`config.mk`:
```
export PLATFORM = sky130hd
export DESIGN_NAME = seg_scan
export DESIGN_NICKNAME = d
export VERILOG_FILES = /design/src/rtl/seg_pkg.sv /design/src/rtl/seg_scan_hex_to_seg.sv /design/src/rtl/seg_scan.sv
export SDC_FILE = /design/constraint.sdc
export NUM_CORES = 1
export LEC_CHECK = 0
export ABC_AREA = 1
export CELL_PAD_IN_SITES_DETAIL_PLACEMENT = 1
export CELL_PAD_IN_SITES_GLOBAL_PLACEMENT = 1
export CORE_MARGIN = 1.5
export CORE_UTILIZATION = 39
export CTS_CLUSTER_SIZE = 28
export DETAILED_ROUTE_END_ITERATION = 16
export HOLD_SLACK_MARGIN = 0.08
export PLACE_DENSITY = 0.8
export SKIP_LAST_GASP = 1
export SLEW_MARGIN = 30
export SYNTH_ARGS = -nofsm -noshare
export SYNTH_HDL_FRONTEND = slang
export SYNTH_SLANG_ARGS = --single-unit
```
`constraint.sdc`:
```
create_clock -name clk_50MHz -period 3.36 [get_ports clk_50MHz]
set_clock_uncertainty 0.2 [all_clocks]
set_input_delay 0.336 -clock clk_50MHz [delete_from_list [all_inputs] [get_ports clk_50MHz]]
set_output_delay 0.336 -clock clk_50MHz [all_outputs]
set_load 0.02 [all_outputs]
```
`src/rtl/seg_pkg.sv`:
```
// Shared 7-segment display definitions: digit count, blank pattern,
// hex segment-code table and the scan state type.
package seg_pkg;

    localparam int         SEG_NUM_DIGITS = 8;
    localparam logic [7:0] SEG_BLANK      = 8'h00;

    // IDLE until the first tick after reset, RUN while scanning.
    typedef enum logic {
        SCAN_IDLE = 1'b0,
        SCAN_RUN  = 1'b1
    } scan_state_e;

    // Hex digit to segment pattern, bit0=a ... bit6=g, active-high.
    function automatic logic [6:0] seg_code(input logic [3:0] hex);
        logic [6:0] code;
        case (hex)
            4'h0: code = 7'h3F;
            4'h1: code = 7'h06;
            4'h2: code = 7'h5B;
            4'h3: code = 7'h4F;
            4'h4: code = 7'h66;
            4'h5: code = 7'h6D;
            4'h6: code = 7'h7D;
            4'h7: code = 7'h07;
            4'h8: code = 7'h7F;
            4'h9: code = 7'h6F;
            4'hA: code = 7'h77;
            4'hB: code = 7'h7C;
            4'hC: code = 7'h39;
            4'hD: code = 7'h5E;
            4'hE: code = 7'h79;
            default: code = 7'h71;
        endcase
        return code;
    endfunction

endpackage

```
`src/rtl/seg_scan_hex_to_seg.sv`:
```
// Purely combinational hex-to-7-segment decoder (no dp, no state).
module hex_to_seg
    import seg_pkg::*;
(
    input  logic [3:0] hex,
    output logic [6:0] seg
);

    assign seg = seg_code(hex);

endmodule

```
`src/rtl/seg_scan.sv`:
```
// Multiplexed 7-segment scanner. Advances one digit per tick_1kHz, blanks
// all digits for GAP_CYCLES after each advance, and latches a new frame of
// data/dp_en/blank_lz only when the scan restarts at digit 0.
module seg_scan
    import seg_pkg::*;
#(
    parameter int NUM_DIGITS     = SEG_NUM_DIGITS,
    parameter int GAP_CYCLES     = 2,
    parameter bit SEG_ACTIVE_LOW = 1'b0
) (
    input  logic                    clk_50MHz,
    input  logic                    rst,
    input  logic                    tick_1kHz,
    input  logic [4*NUM_DIGITS-1:0] data,
    input  logic [NUM_DIGITS-1:0]   dp_en,
    input  logic                    blank_lz,
    output logic [NUM_DIGITS-1:0]   sel,
    output logic [7:0]              seg,
    output logic                    frame_done
);

    localparam int             IW        = (NUM_DIGITS > 1) ? $clog2(NUM_DIGITS) : 1;
    localparam int             GW        = (GAP_CYCLES > 0) ? $clog2(GAP_CYCLES + 1) : 1;
    localparam logic [IW-1:0]  LAST_IDX  = IW'(NUM_DIGITS - 1);
    localparam logic [7:0]     BLANK_OUT = SEG_ACTIVE_LOW ? ~SEG_BLANK : SEG_BLANK;

    scan_state_e                 state_q, state_d;
    logic [IW-1:0]               idx_q, idx_d;
    logic [GW-1:0]               gap_q, gap_d;
    logic [4*NUM_DIGITS-1:0]     sh_data_q, sh_data_d;
    logic [NUM_DIGITS-1:0]       sh_dp_q, sh_dp_d;
    logic                        sh_lz_q, sh_lz_d;
    logic [NUM_DIGITS-1:0]       sel_q, sel_d;
    logic [7:0]                  seg_q, seg_d;
    logic                        frame_done_q, frame_done_d;

    logic [3:0]                  digit;
    logic                        upper_zero;
    logic [6:0]                  dec_seg;
    logic [7:0]                  seg_raw;
    logic                        drive;

    // Scan sequencing: the first tick after reset starts at digit 0, later
    // ticks advance; frame inputs are latched only when digit 0 is entered.
    always_comb begin
        state_d      = state_q;
        idx_d        = idx_q;
        sh_data_d    = sh_data_q;
        sh_dp_d      = sh_dp_q;
        sh_lz_d      = sh_lz_q;
        frame_done_d = 1'b0;
        gap_d        = (gap_q != '0) ? gap_q - GW'(1) : '0;
        if (tick_1kHz) begin
            gap_d = GW'(GAP_CYCLES);
            if (state_q == SCAN_IDLE || idx_q == LAST_IDX) begin
                state_d   = SCAN_RUN;
                idx_d     = '0;
                sh_data_d = data;
                sh_dp_d   = dp_en;
                sh_lz_d   = blank_lz;
                // A real wrap, not the start-up tick, ends a frame.
                frame_done_d = (state_q == SCAN_RUN);
            end else begin
                idx_d = idx_q + IW'(1);
            end
        end
    end

    // Pick the digit being entered and see whether it and every digit above are zero.
    always_comb begin
        digit      = 4'h0;
        upper_zero = 1'b1;
        for (int i = 0; i < NUM_DIGITS; i++) begin
            if (IW'(i) == idx_d) begin
                digit = sh_data_d[4*i +: 4];
            end
            if (IW'(i) >= idx_d && sh_data_d[4*i +: 4] != 4'h0) begin
                upper_zero = 1'b0;
            end
        end
    end

    hex_to_seg u_dec (
        .hex (digit),
        .seg (dec_seg)
    );

    // Next registered outputs: dark during the gap and before the first tick.
    always_comb begin
        drive   = (state_d == SCAN_RUN) && (gap_d == '0);
        seg_raw = {sh_dp_d[idx_d],
                   (sh_lz_d && idx_d != '0 && upper_zero) ? 7'h00 : dec_seg};
        sel_d   = drive ? (NUM_DIGITS'(1) << idx_d) : '0;
        seg_d   = drive ? (SEG_ACTIVE_LOW ? ~seg_raw : seg_raw) : BLANK_OUT;
    end

    // All state and outputs; reset abandons the frame at once.
    always_ff @(posedge clk_50MHz or posedge rst) begin
        if (rst) begin
            state_q      <= SCAN_IDLE;
            idx_q        <= '0;
            gap_q        <= '0;
            sh_data_q    <= '0;
            sh_dp_q      <= '0;
            sh_lz_q      <= 1'b0;
            sel_q        <= '0;
            seg_q        <= BLANK_OUT;
            frame_done_q <= 1'b0;
        end else begin
            state_q      <= state_d;
            idx_q        <= idx_d;
            gap_q        <= gap_d;
            sh_data_q    <= sh_data_d;
            sh_dp_q      <= sh_dp_d;
            sh_lz_q      <= sh_lz_d;
            sel_q        <= sel_d;
            seg_q        <= seg_d;
            frame_done_q <= frame_done_d;
        end
    end

    assign sel        = sel_q;
    assign seg        = seg_q;
    assign frame_done = frame_done_q;

endmodule

```
* Yosys cells after proc, flatten, opt, wreduce, memory -nomap -nowiden
Memories as Yosys holds them, arrays and structs flattened.
Index checks and enable logic that the tools add are counted.
** Storage, ports and cells
- Bits in registers :: 64
- Bits in read-only memories :: 112
- Memories :: 1
** Memories
- (no name shown) :: depth 16, bits a word 7, read ports 1, clocked after Yosys merged registers in 0, wr ports 0, RTL line seg_pkg.sv:17 : case (hex)
** Cells by class
- Add/sub/neg operators :: 2
- Eq/ne operators :: 8
- Muxes and demuxes :: 35
- $lt $le $gt $ge :: 9
- Shifts and indexed selects :: 1
- Reductions and logical operators :: 24
- Bitwise operators :: 1
** Operators by type and width (count)
- two-way mux 32 bit :: 2
- two-way mux 4 bit :: 8
- two-way mux 8 bit :: 4
- nonzero test 4 bit :: 8
- two-way mux 1 bit :: 15
- equality test 3 bit (first input constant) :: 4
- >= comparator 3 bit (first input constant) :: 4
- logical AND 1 bit :: 11
- left shift 1 x 3 -> 8 bit (first input constant) :: 1
- two-way mux 7 bit :: 1
- equality test 2 x 3 -> 1 bit (first input constant) :: 2
- >= comparator 1 x 3 -> 1 bit (first input constant) :: 2
- >= comparator 2 x 3 -> 1 bit (first input constant) :: 2
- two-way mux 3 bit :: 2
- less-than comparator 3 x 4 -> 1 bit (second input constant) :: 1
- two-way mux 2 bit :: 2
- adder 3 x 1 -> 3 bit (second input constant) :: 1
- binary-select mux 1 bit (select 3 bit) :: 1
- equality test 1 x 3 -> 1 bit (first input constant) :: 1
- equality test 3 bit (second input constant) :: 1
- logical NOT 3 bit :: 1
- nonzero test 3 bit :: 1
- logical NOT 2 bit :: 1
- nonzero test 2 bit :: 1
- 3 further kinds :: 3

* Longest topological paths before layout
- Depth after elaboration :: 17
- Gate-level depth with buffers :: 21
- Mapped depth without buffers :: 20

* Modules after synthesis
Synthesis repeated with hierarchy kept, for this count alone.
** Second synthesis, totals
- Cell total of the unflattened synthesis :: 413
- Area, all modules :: 3343.2 um^2
** By module, submodules not included
- seg_scan :: cells each 360, area an instance 3035.4 um^2, instances 1, seq. area each 1601.5 um^2
- hex_to_seg :: cells each 53, area an instance 307.8 um^2, instances 1, seq. area each 0.0 um^2

* Worst setup path before layout
No wires, ideal clock.
- Kind :: register to register
- Start point :: register idx_q[0]
- End point :: register seg_q[3], in the netlist seg[3]
- Setup time :: 119 ps
- Arrival :: 2603 ps
- Path buffers :: 1
- Path slack :: 438 ps
- Cell stages (with the launch flop) :: 20
- Cell sequence :: dfrtp_1 -> ha_1 -> ha_1 -> inv_2 -> nand2_2 -> nand2_4 -> inv_2 -> buf_6 -> or2_1 -> o21ai_0 -> nor2_1 -> nor3_2 -> nand4_1 -> inv_1 -> ha_1 -> inv_1 -> nand3_1 -> nand3_1 -> nand2_1 -> nor2_1
** Between the ends
- Cells in the longest elaborated chain, start to end :: 17
- Elaborated cells on any way between the ends :: 66
** Ends and longest elaborated chain
- start: declaration :: RTL line seg_scan.sv:28 : logic [IW-1:0] idx_q, idx_d;
- start signal: assignment :: RTL line seg_scan.sv:111 : idx_q <= idx_d;
- branches (longest 16 deep; another with adder 3 x 1 -> 3 bit)
- two-way mux 8 bit * :: RTL line seg_scan.sv:94 : seg_d = drive ? (SEG_ACTIVE_LOW ? ~seg_raw : seg_raw) : BLANK_OUT;
- via seg_d[3] :: RTL line seg_scan.sv:34 : logic [7:0] seg_q, seg_d;
- end signal: assignment :: RTL line seg_scan.sv:117 : seg_q <= seg_d;
- end: declaration :: RTL line seg_scan.sv:34
Mark *: on every way through the listed nets, which the timed path passes.

* Final worst setup path
- Start point :: register idx_q[0]
- End point :: register seg_q[3], in the netlist seg[3]
** Between the ends
- Cells in the longest elaborated chain, start to end :: 17
- Elaborated cells on any way between the ends :: 66
** Ends and longest elaborated chain
- equality test 3 bit * :: RTL line seg_scan.sv:55 : if (state_q == SCAN_IDLE || idx_q == LAST_IDX) begin
- logical OR 1 bit * :: RTL line seg_scan.sv:55
- two-way mux 32 bit * :: RTL line seg_scan.sv:55
- two-way mux 32 bit * :: RTL line seg_scan.sv:53 : if (tick_1kHz) begin
- via sh_data_d[0] :: RTL line seg_scan.sv:30 : logic [4*NUM_DIGITS-1:0] sh_data_q, sh_data_d;
- branches (longest 11 deep; another with memory (16 x 7 bit))
- two-way mux 7 bit * :: RTL line seg_scan.sv:92 : (sh_lz_d && idx_d != '0 && upper_zero) ? 7'h00 : dec_seg};
- two-way mux 8 bit * :: RTL line seg_scan.sv:94
- via seg_d[3] :: RTL line seg_scan.sv:34
Marks and branches as above.

==> impl_metrics.env <==
export IMPL_critical_path_reg2reg_startpoint="idx_q[0]"
export IMPL_post_dp_cell_area_um2=4138
export IMPL_worstPathCellList="ha_1 -> ha_2 -> inv_2 -> nand2_2 -> nand2_4 -> inv_4 -> or2_1 -> o21ai_0 -> inv_1 -> a21oi_2 -> nand3b_1 -> nor2_2 -> buf_4 -> ha_1 -> nand3_1 -> a21oi_1 -> nor2_1"
export IMPL_regToRegSetupSlack_ns=0.22
export IMPL_gp_congestion=0.8790
export IMPL_root_buffer="clkbuf_8"
export IMPL_overflow=0
export IMPL_synth_ff_latch_count=64
export IMPL_slew_violations=0
export IMPL_wirelength_um=9547
export IMPL_iteration_0_drc_markers=83
export IMPL_critical_path_required_ns=3.40
export IMPL_design_final_nets=544
export IMPL_worstSetupStartpointType="register"
export IMPL_synthArstFlopShare=1.000
export IMPL_power_frac_seq=0.273
export IMPL_internal_power_component_mw=2.298
export IMPL_layout_area_overhead_vs_synth_pct=29.83
export IMPL_run_status="finished clean"
export IMPL_synth_cells=416
export IMPL_seq_area_frac_synth=0.4720
export IMPL_switching_share=0.4500
export IMPL_fmaxAchievable_mhz=318.9
export IMPL_syn_area_per_cell_um2=8.157
export IMPL_tightest_slew_ns=0.7575
export IMPL_syn_nets=468
export IMPL_layout_drive_gt1_share=0.1855
export IMPL_dp_hpwl_um=7006
export IMPL_route_layer_met1_wl_um=4161
export IMPL_drt_pre_antenna_iters=4
export IMPL_finalCritPeriodShare=0.9333
export IMPL_power_switching_mw=1.880
export IMPL_average_wire_per_standard_cell_um=15.89
export IMPL_timing_critical_path_slowest_stage_cell="dfrtp_1"
export IMPL_finalCriticalPeriod_ns=3.136
export IMPL_finalHoldViolCount=0
export IMPL_detailroute_wirelength_met2_um=4783
export IMPL_pin_count=61
export IMPL_power_density_nw_per_um2=948.5
export IMPL_crit_fanout=16
export IMPL_tns_ns=0
export IMPL_start_util=0.4068
export IMPL_critical_path_arrival_ns=3.17
export IMPL_total_of_endpoints_with_negative_setup_slack_in_the_final_report=0
export IMPL_number_of_flops_mapped_to_enable_cells_by_yosys=0
export IMPL_tritoncts_num_buffers=9
export IMPL_synth_cell_types=34
export IMPL_grt_max_degree=65
export IMPL_dieWidth_um=96.28
export IMPL_crit_reg2reg_capture="seg[3]"
export IMPL_max_vdd_ir_drop_mv=0.5598
export IMPL_top_layer="met4"
export IMPL_clk_insertion_delay_late_ns=0.35
export IMPL_max_cap_viol_count=0
export IMPL_clock_power_share=0.167
export IMPL_final_area_um2=4405
export IMPL_grt_util_all_layers=0.2300
export IMPL_port_buffers=60
export IMPL_syn_area_um2=3393
export IMPL_first_pass_grt_wire_length_um=15660
export IMPL_power_share_combinational=0.560
export IMPL_h_tree_depth=3
export IMPL_synthesis_yosys_warnings=0
export IMPL_cp_slowest_stage_delay_ns=0.41
export IMPL_timing_hold_worst_class="primary input to asynchronous set/reset pin"
export IMPL_critPathBufInv=4
export IMPL_critical_path_class="register to register"
export IMPL_n_antenna_cell=0
export IMPL_postCtsHoldBufs=0
export IMPL_tritoncts="built"
export IMPL_dieHeight_um=96.28
export IMPL_rows=33
export IMPL_cp_common_cell="ha_1"
export IMPL_worst_r2r_cell_count=17
export IMPL_ctsLongestPathBuffers=2
export IMPL_slew_headroom=0.4911
export IMPL_unrepaired_setup_endpoints_after_global_routing="false"
export IMPL_core_area_um2=8341
export IMPL_drt_antenna_violating_nets=0
export IMPL_remaining_drc_errors=0
export IMPL_met3_wirelength_um=440
export IMPL_critical_path_endpoint_type="register"
export IMPL_numClockSinks=64
export IMPL_fp_dieArea_um2=9269
export IMPL_number_of_antenna_violations_at_the_first_check_in_global_routing=0
export IMPL_route_detailed_vias_per_inst=4.965
export IMPL_static_leakage_power_nw=2.228
export IMPL_clkTransAtPathRegs_ns=0.07
export IMPL_synth_main_ff_cell="dfrtp_1"
export IMPL_via_count=2984
export IMPL_critPathTopFamily="simple AND/OR/NAND/NOR gates"
export IMPL_grt_pass1_vias=3204
tightest hold or removal path, cell delays in order:
cell             delay (ns)
clkdlybuf4s50_1        0.42
inv_2                  0.07
buf_12                 0.31
cell families (layout without fill, tap and decap cells):
family,after synthesis,in the layout,share of synthesized area
mux,3,3,0.008850
fa+ha+maj,8,8,0.02950
buf+inv,59,139,0.08038
flops,64,64,0.4720
compound gates,35,35,0.06527
simple gates,247,247,0.3440
layer usage:
layer / vias up / global-route usage
met5: - / 0
met4: 0 / 0.07230
met3: 12 / 0.05134
met2: 79 / 0.3920
met1: 1449 / 0.2883
li1: 1444 / -
cell usage in the layout, fill, tap and decap left out, types with 3 or more instances in the layout:
master,instances
nand2_1,127
dfrtp_1,64
clkdlybuf4s50_1,60
nor2_1,39
inv_1,38
nand3_1,24
o21ai_0,16
clkbuf_8,12
buf_4,12
nand2_2,11
nor2_2,10
inv_2,9
nand2_4,7
o21ai_1,6
or2_1,6
ha_1,5
or2_2,4
nor2_4,4
nand4_1,4
a21oi_1,4
a21oi_2,4
inv_4,3
nor3_1,3
mux2i_1,3
ha_2,3
registers in the layout, summed over array words and instances (netlist names):
register	count
frame_done	1
state_q	1
idx_q	3
sh_data_q	32
sh_lz_q	1
sh_dp_q	8
sel	8
gap_q	2
seg	8
layout make-up:
type	count	area (µm²)
tap	105	131.4
sequential	64	1602
multi-input combinational	293	1546
fill	1019	3935
clock inverter	3	40.04
timing repair buffer	74	725.7
inverter	50	195.2
clock buffer	12	165.2
worst max path at each step:
| stage | from | endpoint | slack [ns] | cells past startpoint |
|---|---|---|---|---|
| after global placement | tick_1kHz | seg[3] | 0.24 | 19 |
| after global routing | idx_q[0] | seg[4] | 0.01 | 18 |
| after floorplan | idx_q[0] | seg[3] | 0.44 | 19 |
| final | idx_q[0] | seg[3] | 0.22 | 17 |
| after CTS | idx_q[1] | seg[3] | 0.11 | 17 |
| after detailed placement | tick_1kHz | seg[3] | 0.13 | 19 |
power groups by stage:
stage	registers [mW]	clock network (mW)	logic, mW
after floorplan	1.19	0	1.53
after global placement	1.14	0	2.15
after detailed placement	1.16	0	2.23
after CTS	1.15	0.705	2.27
after global routing	1.17	0.743	2.61
final	1.14	0.697	2.34
per-stage QoR:
| step | power, mW | setup slack (ns) | instances | hold WS [ns] | utilization |
|---|---|---|---|---|---|
| after floorplan | 2.719 | 0.4381 | 416 | 0.2071 | - |
| after global placement | 3.290 | 0.2399 | 583 | 0.2218 | 0.4961 |
| after detailed placement | 3.390 | 0.1268 | 583 | 0.2295 | 0.4961 |
| after CTS | 4.122 | 0.1146 | 598 | 0.1999 | 0.5207 |
| after global routing | 4.528 | 0.009788 | 601 | 0.2120 | 0.5282 |
| final | 4.179 | 0.2242 | 601 | 0.1846 | 0.5282 |
synthesized netlist by cell type, types with 2 or more instances:
master	instances	share of area
nand3b_1	2	0.0044
inv_1	39	0.043
buf_2	3	0.0044
nand2_4	6	0.020
mux2i_1	3	0.0088
o21ai_1	3	0.0044
nor2_4	3	0.010
or2_1	6	0.011
a21oi_1	6	0.0088
or2_2	4	0.0074
a21oi_2	2	0.0052
nand3_1	24	0.035
nand2_2	12	0.022
nor3_1	3	0.0044
nand4_1	4	0.0074
nand2_1	127	0.14
nand3_2	2	0.0059
o21ai_0	19	0.028
ha_1	8	0.029
nor2_1	40	0.044
buf_6	6	0.020
nor2_2	10	0.018
inv_2	10	0.011
dfrtp_1	64	0.47
what timing repair did:
item	CTS	global route
resized for setup	0	16
setup buffers	0	3
endpoints found under the setup margin	0	7
No activity file was read; power rests on OpenSTA's default activity.
